## src/rtl/router_out_deser.sv

```systemverilog
// Deserialises the four serial router output ports into words and merges them round-robin
// onto one valid/ready stream. Define ROUTER_DESER_STATS_EN to add per-port accepted-word counters.
module router_out_deser #(
    parameter int N_PORTS = 4,
    parameter int DATA_W  = 8,
    parameter int PORT_W  = 2
) (
    input  logic                   clk,
    input  logic                   reset_n,
    input  logic [N_PORTS-1:0]     rx_valid,
    input  logic [N_PORTS-1:0]     rx_data,
    output logic                   m_valid,
    input  logic                   m_ready,
    output logic [DATA_W-1:0]      m_data,
    output logic [PORT_W-1:0]      m_port,
`ifdef ROUTER_DESER_STATS_EN
    output logic [N_PORTS*16-1:0]  stat_words,
`endif
    output logic [N_PORTS-1:0]     frag_err,
    output logic [N_PORTS-1:0]     ovf_sticky
);

    localparam int               CNT_W    = $clog2(DATA_W);
    localparam logic [CNT_W-1:0] CNT_LAST = CNT_W'(DATA_W - 1);

    logic [DATA_W-1:0] sreg     [N_PORTS];
    logic [CNT_W-1:0]  cnt      [N_PORTS];
    logic [DATA_W-1:0] hold     [N_PORTS];
    logic [DATA_W-1:0] word_new [N_PORTS];
    logic [N_PORTS-1:0] hold_full;
    logic [N_PORTS-1:0] drain;
    logic [PORT_W-1:0]  rr_ptr;
    logic [PORT_W-1:0]  pick_idx;
    logic               pick_vld;
    logic               loadable;

    // The completing word is the stored low bits plus the bit arriving this cycle.
    always_comb begin
        for (int i = 0; i < N_PORTS; i++) begin
            word_new[i]             = sreg[i];
            word_new[i][DATA_W-1]   = rx_data[i];
        end
    end

    assign loadable = !m_valid || m_ready;

    // NOTE: every always_comb output gets a default before any branch, so no latch is inferred.
    always_comb begin
        logic [PORT_W-1:0] idx;
        pick_vld = 1'b0;
        pick_idx = '0;
        idx      = '0;
        for (int k = 0; k < N_PORTS; k++) begin
            idx = PORT_W'((int'(rr_ptr) + k) % N_PORTS);
            if (!pick_vld && hold_full[idx]) begin
                pick_vld = 1'b1;
                pick_idx = idx;
            end
        end
    end

    always_comb begin
        drain = '0;
        if (loadable && pick_vld) drain[pick_idx] = 1'b1;
    end

    // NOTE: the data arrays are reset too, so a reset leaves no stale word that could
    // leak out later; sequential state is always updated with non-blocking assignments.
    always_ff @(posedge clk or negedge reset_n) begin
        if (!reset_n) begin
            for (int i = 0; i < N_PORTS; i++) begin
                sreg[i] <= '0;
                cnt[i]  <= '0;
                hold[i] <= '0;
            end
            hold_full  <= '0;
            frag_err   <= '0;
            ovf_sticky <= '0;
        end else begin
            for (int i = 0; i < N_PORTS; i++) begin
                frag_err[i] <= 1'b0;
                if (drain[i]) hold_full[i] <= 1'b0;
                if (rx_valid[i]) begin
                    if (cnt[i] == CNT_LAST) begin
                        cnt[i] <= '0;
                        // A drain in the same cycle frees the slot for the new word.
                        if (!hold_full[i] || drain[i]) begin
                            hold[i]      <= word_new[i];
                            hold_full[i] <= 1'b1;
                        end else begin
                            ovf_sticky[i] <= 1'b1;
                        end
                    end else begin
                        sreg[i][cnt[i]] <= rx_data[i];
                        cnt[i]          <= cnt[i] + 1'b1;
                    end
                end else if (cnt[i] != '0) begin
                    cnt[i]      <= '0;
                    frag_err[i] <= 1'b1;
                end
            end
        end
    end

    always_ff @(posedge clk or negedge reset_n) begin
        if (!reset_n) begin
            m_valid <= 1'b0;
            m_data  <= '0;
            m_port  <= '0;
            rr_ptr  <= '0;
        end else if (loadable) begin
            if (pick_vld) begin
                m_valid <= 1'b1;
                m_data  <= hold[pick_idx];
                m_port  <= pick_idx;
                rr_ptr  <= (pick_idx == PORT_W'(N_PORTS - 1)) ? '0 : pick_idx + 1'b1;
            end else begin
                m_valid <= 1'b0;
            end
        end
    end

`ifdef ROUTER_DESER_STATS_EN
    logic [15:0] stat_cnt [N_PORTS];

    always_ff @(posedge clk or negedge reset_n) begin
        if (!reset_n) begin
            for (int i = 0; i < N_PORTS; i++) stat_cnt[i] <= '0;
        end else begin
            for (int i = 0; i < N_PORTS; i++) begin
                if (m_valid && m_ready && m_port == PORT_W'(i) && stat_cnt[i] != 16'hFFFF)
                    stat_cnt[i] <= stat_cnt[i] + 16'd1;
            end
        end
    end

    always_comb begin
        stat_words = '0;
        for (int i = 0; i < N_PORTS; i++) stat_words[i*16 +: 16] = stat_cnt[i];
    end
`endif

endmodule

```

## config.mk

```make
export PLATFORM = sky130hd
export DESIGN_NAME = router_out_deser
export DESIGN_NICKNAME = d
export VERILOG_FILES = /design/src/rtl/router_out_deser.sv
export SDC_FILE = /design/constraint.sdc
export NUM_CORES = 1
export LEC_CHECK = 0
export CELL_PAD_IN_SITES_DETAIL_PLACEMENT = 0
export CELL_PAD_IN_SITES_GLOBAL_PLACEMENT = 1
export CORE_MARGIN = 8
export CORE_UTILIZATION = 35
export CTS_CLUSTER_DIAMETER = 40
export DETAILED_ROUTE_END_ITERATION = 7
export PLACE_DENSITY_LB_ADDON = 0.15
export SYNTH_ARGS = -nofsm -noshare
export SYNTH_HDL_FRONTEND = slang
export SYNTH_SLANG_ARGS = --single-unit
```

## constraint.sdc

```tcl
create_clock -name clk -period 3.07 [get_ports clk]
set_input_delay 0.921 -clock clk [delete_from_list [all_inputs] [get_ports clk]]
set_output_delay 0.921 -clock clk [all_outputs]
set_load 0.005 [all_outputs]
```

==> results.toml <==
[timing]
rsz0062_at_grt = "false"
drv_slew = 0
fin_crit_sh = 0.8566
finalSetupTns_ps = 0
fmaxAchievable_mhz = 380.2
worst_slew_pin_slew_ps = 678.1
relSlewSlack = 0.5477
fin_crit_ps = 2630
report.final.hold_viol_count = 0
clock_skew_ps = 3.813
setup_violations = 0

[clocking]
clock-root-buffer = "clkbuf_16"
post_cts_resized = 0
cts_made_buffers = 9
clockBufferDepth = 2
htreeDepth = 3
cts_tree = "built"
clkTransAtPathRegs_ps = 70
cts.sinks = 97
post-cts-setup-buffers = 0
ctsHoldBuffers = 0
worstSkewPairLatency_ps = 350

[finish]
post-route-util = 0.4227
drive_above_1_share = 0.2230
final_common_cell = "dfrtp_1"
antenna_cells = 0
nets = 463
final_cell_mix = "dfrtp_1, nand2_1, mux2_2"
syn_to_final_growth_pct = 18.54
postLayoutCellArea_um2 = 5553

[yosys]
synth_edf_count = 0
netlist_area_um2 = 4684
synth_area_leaders = "dfrtp_1, mux2_2, nand2_1"
async_reset_ff_frac = 1.000
synthFlopType = "dfrtp_1"
syn-num-nets = 423
synth_compound_area_frac = 0.1002
syn_area_per_cell_um2 = 11.74
syn_inst = 399
synthMuxAreaShare = 0.1600
synth_top_family_by_area = "simple AND/OR/NAND/NOR gates"
netlist-cell-type-count = 53
synth_xor_xnor_area_share = 0
synth_fa_ha_area_frac = 0.03472
synth_area_leader_cell = "dfrtp_1"
synthDominantCellAreaShare = 0.5182
yosys.area_share.simple = 0.1619
synth-seq-cells = 97
yosys_warnings = 0
seq_area_frac_synth = 0.5182

[worst_setup_path]
cp-start-kind = "flop"
reg2reg_from = "hold_full[0]"
required_ps = 3300
crit_arrival_ps = 2860
reg2reg_slack_ps = 440
r2r_end = "hold[5]"
end_kind = "flop"
path_max_fanout = 21
crit_type = "reg -> reg"
ff2ff_path_depth = 8
critPathLaunch = "hold_full[0]"

[detailed_routing]
drt-total-wl_um = 10420
drt_pass1_iterations = 4
ant_nets = 0
drc = 0
initialDrtViolationCount = 226
viasPerCell = 5.106
detail_route.wl_per_cell_um = 16.81
via_count = 3166

[floorplanning]
die_h_um = 131.7
core-area_um2 = 13140
io_pins = 30
initial_core_util = 0.3566
die_w_um = 131.7
rows = 42
dieArea_um2 = 17340

[grt]
grt_pass1_vias = 3289
antenna_found_initial = 0
grt_max_degree = 39
gr-total-overflow = 0
grt_pass1_wl_um = 17640
track_usage = 0.1267

[power]
sequentialPowerShare = 0.409
switchingPower_mw = 1.833
ir_drop_uv = 402.9
pwr-share-clk = 0.234
p_leak_nw = 2.543
power_density_nw_per_um2 = 954.3
p_comb_frac = 0.357
power.share.switching = 0.3460
p_int_mw = 3.465

[run_status]
status = "finished clean"

[place]
portBuffers = 29
gp_routability_congestion = 0.7930
place_hpwl_um = 7378
placedInstanceArea_um2 = 5223

[worst_hold_path]
holdPathStages = 1
hold_start = "ovf_sticky[1]"
hold_path_class = "reg -> reg"
whs_endpoint = "ovf_sticky[1]"

[run]
maxCapViolCount = 0
[area by class of cell]
class,count,area (um^2)
multi-input combinational,276,2140
clock inverter,5,77.57
clock buffer,11,252.7
fill,1290,7585
inverter,16,60.06
tap,176,220.2
sequential,97,2427
timing repair buffer,39,375.4
[worst max path at each step]
stage	slack (ps)	to
after floorplan	690	hold[7]
after global placement	260	hold[25]
after detailed placement	240	hold[26]
after CTS	450	hold[5]
after global routing	180	hold[7]
final	440	hold[5]
[power groups by stage]
stage / sequential [mW] / combinational [mW] / clock, mW
after CTS: 2.17 / 1.92 / 1.30
after global placement: 2.19 / 1.89 / 0
after floorplan: 2.05 / 1.37 / 0
after detailed placement: 2.19 / 1.91 / 0
final: 2.17 / 1.89 / 1.24
after global routing: 2.24 / 2.14 / 1.34
[synth_stat cells, types with 5 or more instances]
master / number
o221ai_1: 5
nor3_1: 12
inv_1: 15
o311ai_0: 8
nor2_1: 10
dfrtp_1: 97
and2_1: 12
clkbuf_1: 6
a221oi_1: 8
mux2_2: 47
ha_1: 13
nand2_1: 54
and3_1: 8
nand3_1: 17
a41o_1: 5
nor2b_1: 6
o21bai_1: 5
o21ai_0: 7
mux2_4: 8
mux2i_1: 10
[logic make-up (layout without fill, tap and decap cells)]
family	Yosys count	in the layout
buf+inv	26	71
simple gates	144	144
flops	97	97
compound gates	54	54
mux	65	65
fa+ha+maj	13	13
[per-stage QoR]
stage                     power (mW)  setup WS [ps]  hold WS (ps)  instances
after global placement         4.071          261.0         454.4        604
after global routing           5.717          182.4         496.5        620
final                          5.299          440.1         479.6        620
after CTS                      5.391          453.1         482.5        620
after floorplan                3.418          689.2         460.2        399
after detailed placement       4.103          238.1         462.2        604
[per-layer routing]
layer	vias to the layer above	GRT usage	part of all wire	routed length, um
met1	1575	0.1740	0.51	5307
met3	10	0.03925	0.038	395
met4	0	0.04212	0.014	146
li1	1531	-	-	-
met2	50	0.1847	0.44	4572
met5	-	0	0	0
[state kept, by name, indices dropped and copies added, names as in the netlist]
name and flops:
m_data 8, rr_ptr 2, ovf_sticky 4, cnt 12
frag_err 4, m_port 2, m_valid 1, hold_full 4
sreg 28, hold 32
[critical path, stage by stage (launching register included)]
cell,delay (ps)
dfrtp_1,480
and2b_1,250
o21bai_1,220
nand3_2,140
inv_2,310
ha_1,210
nand2_1,80
a21oi_2,420
mux2_2,400
(Power assumes the default switching activity.)
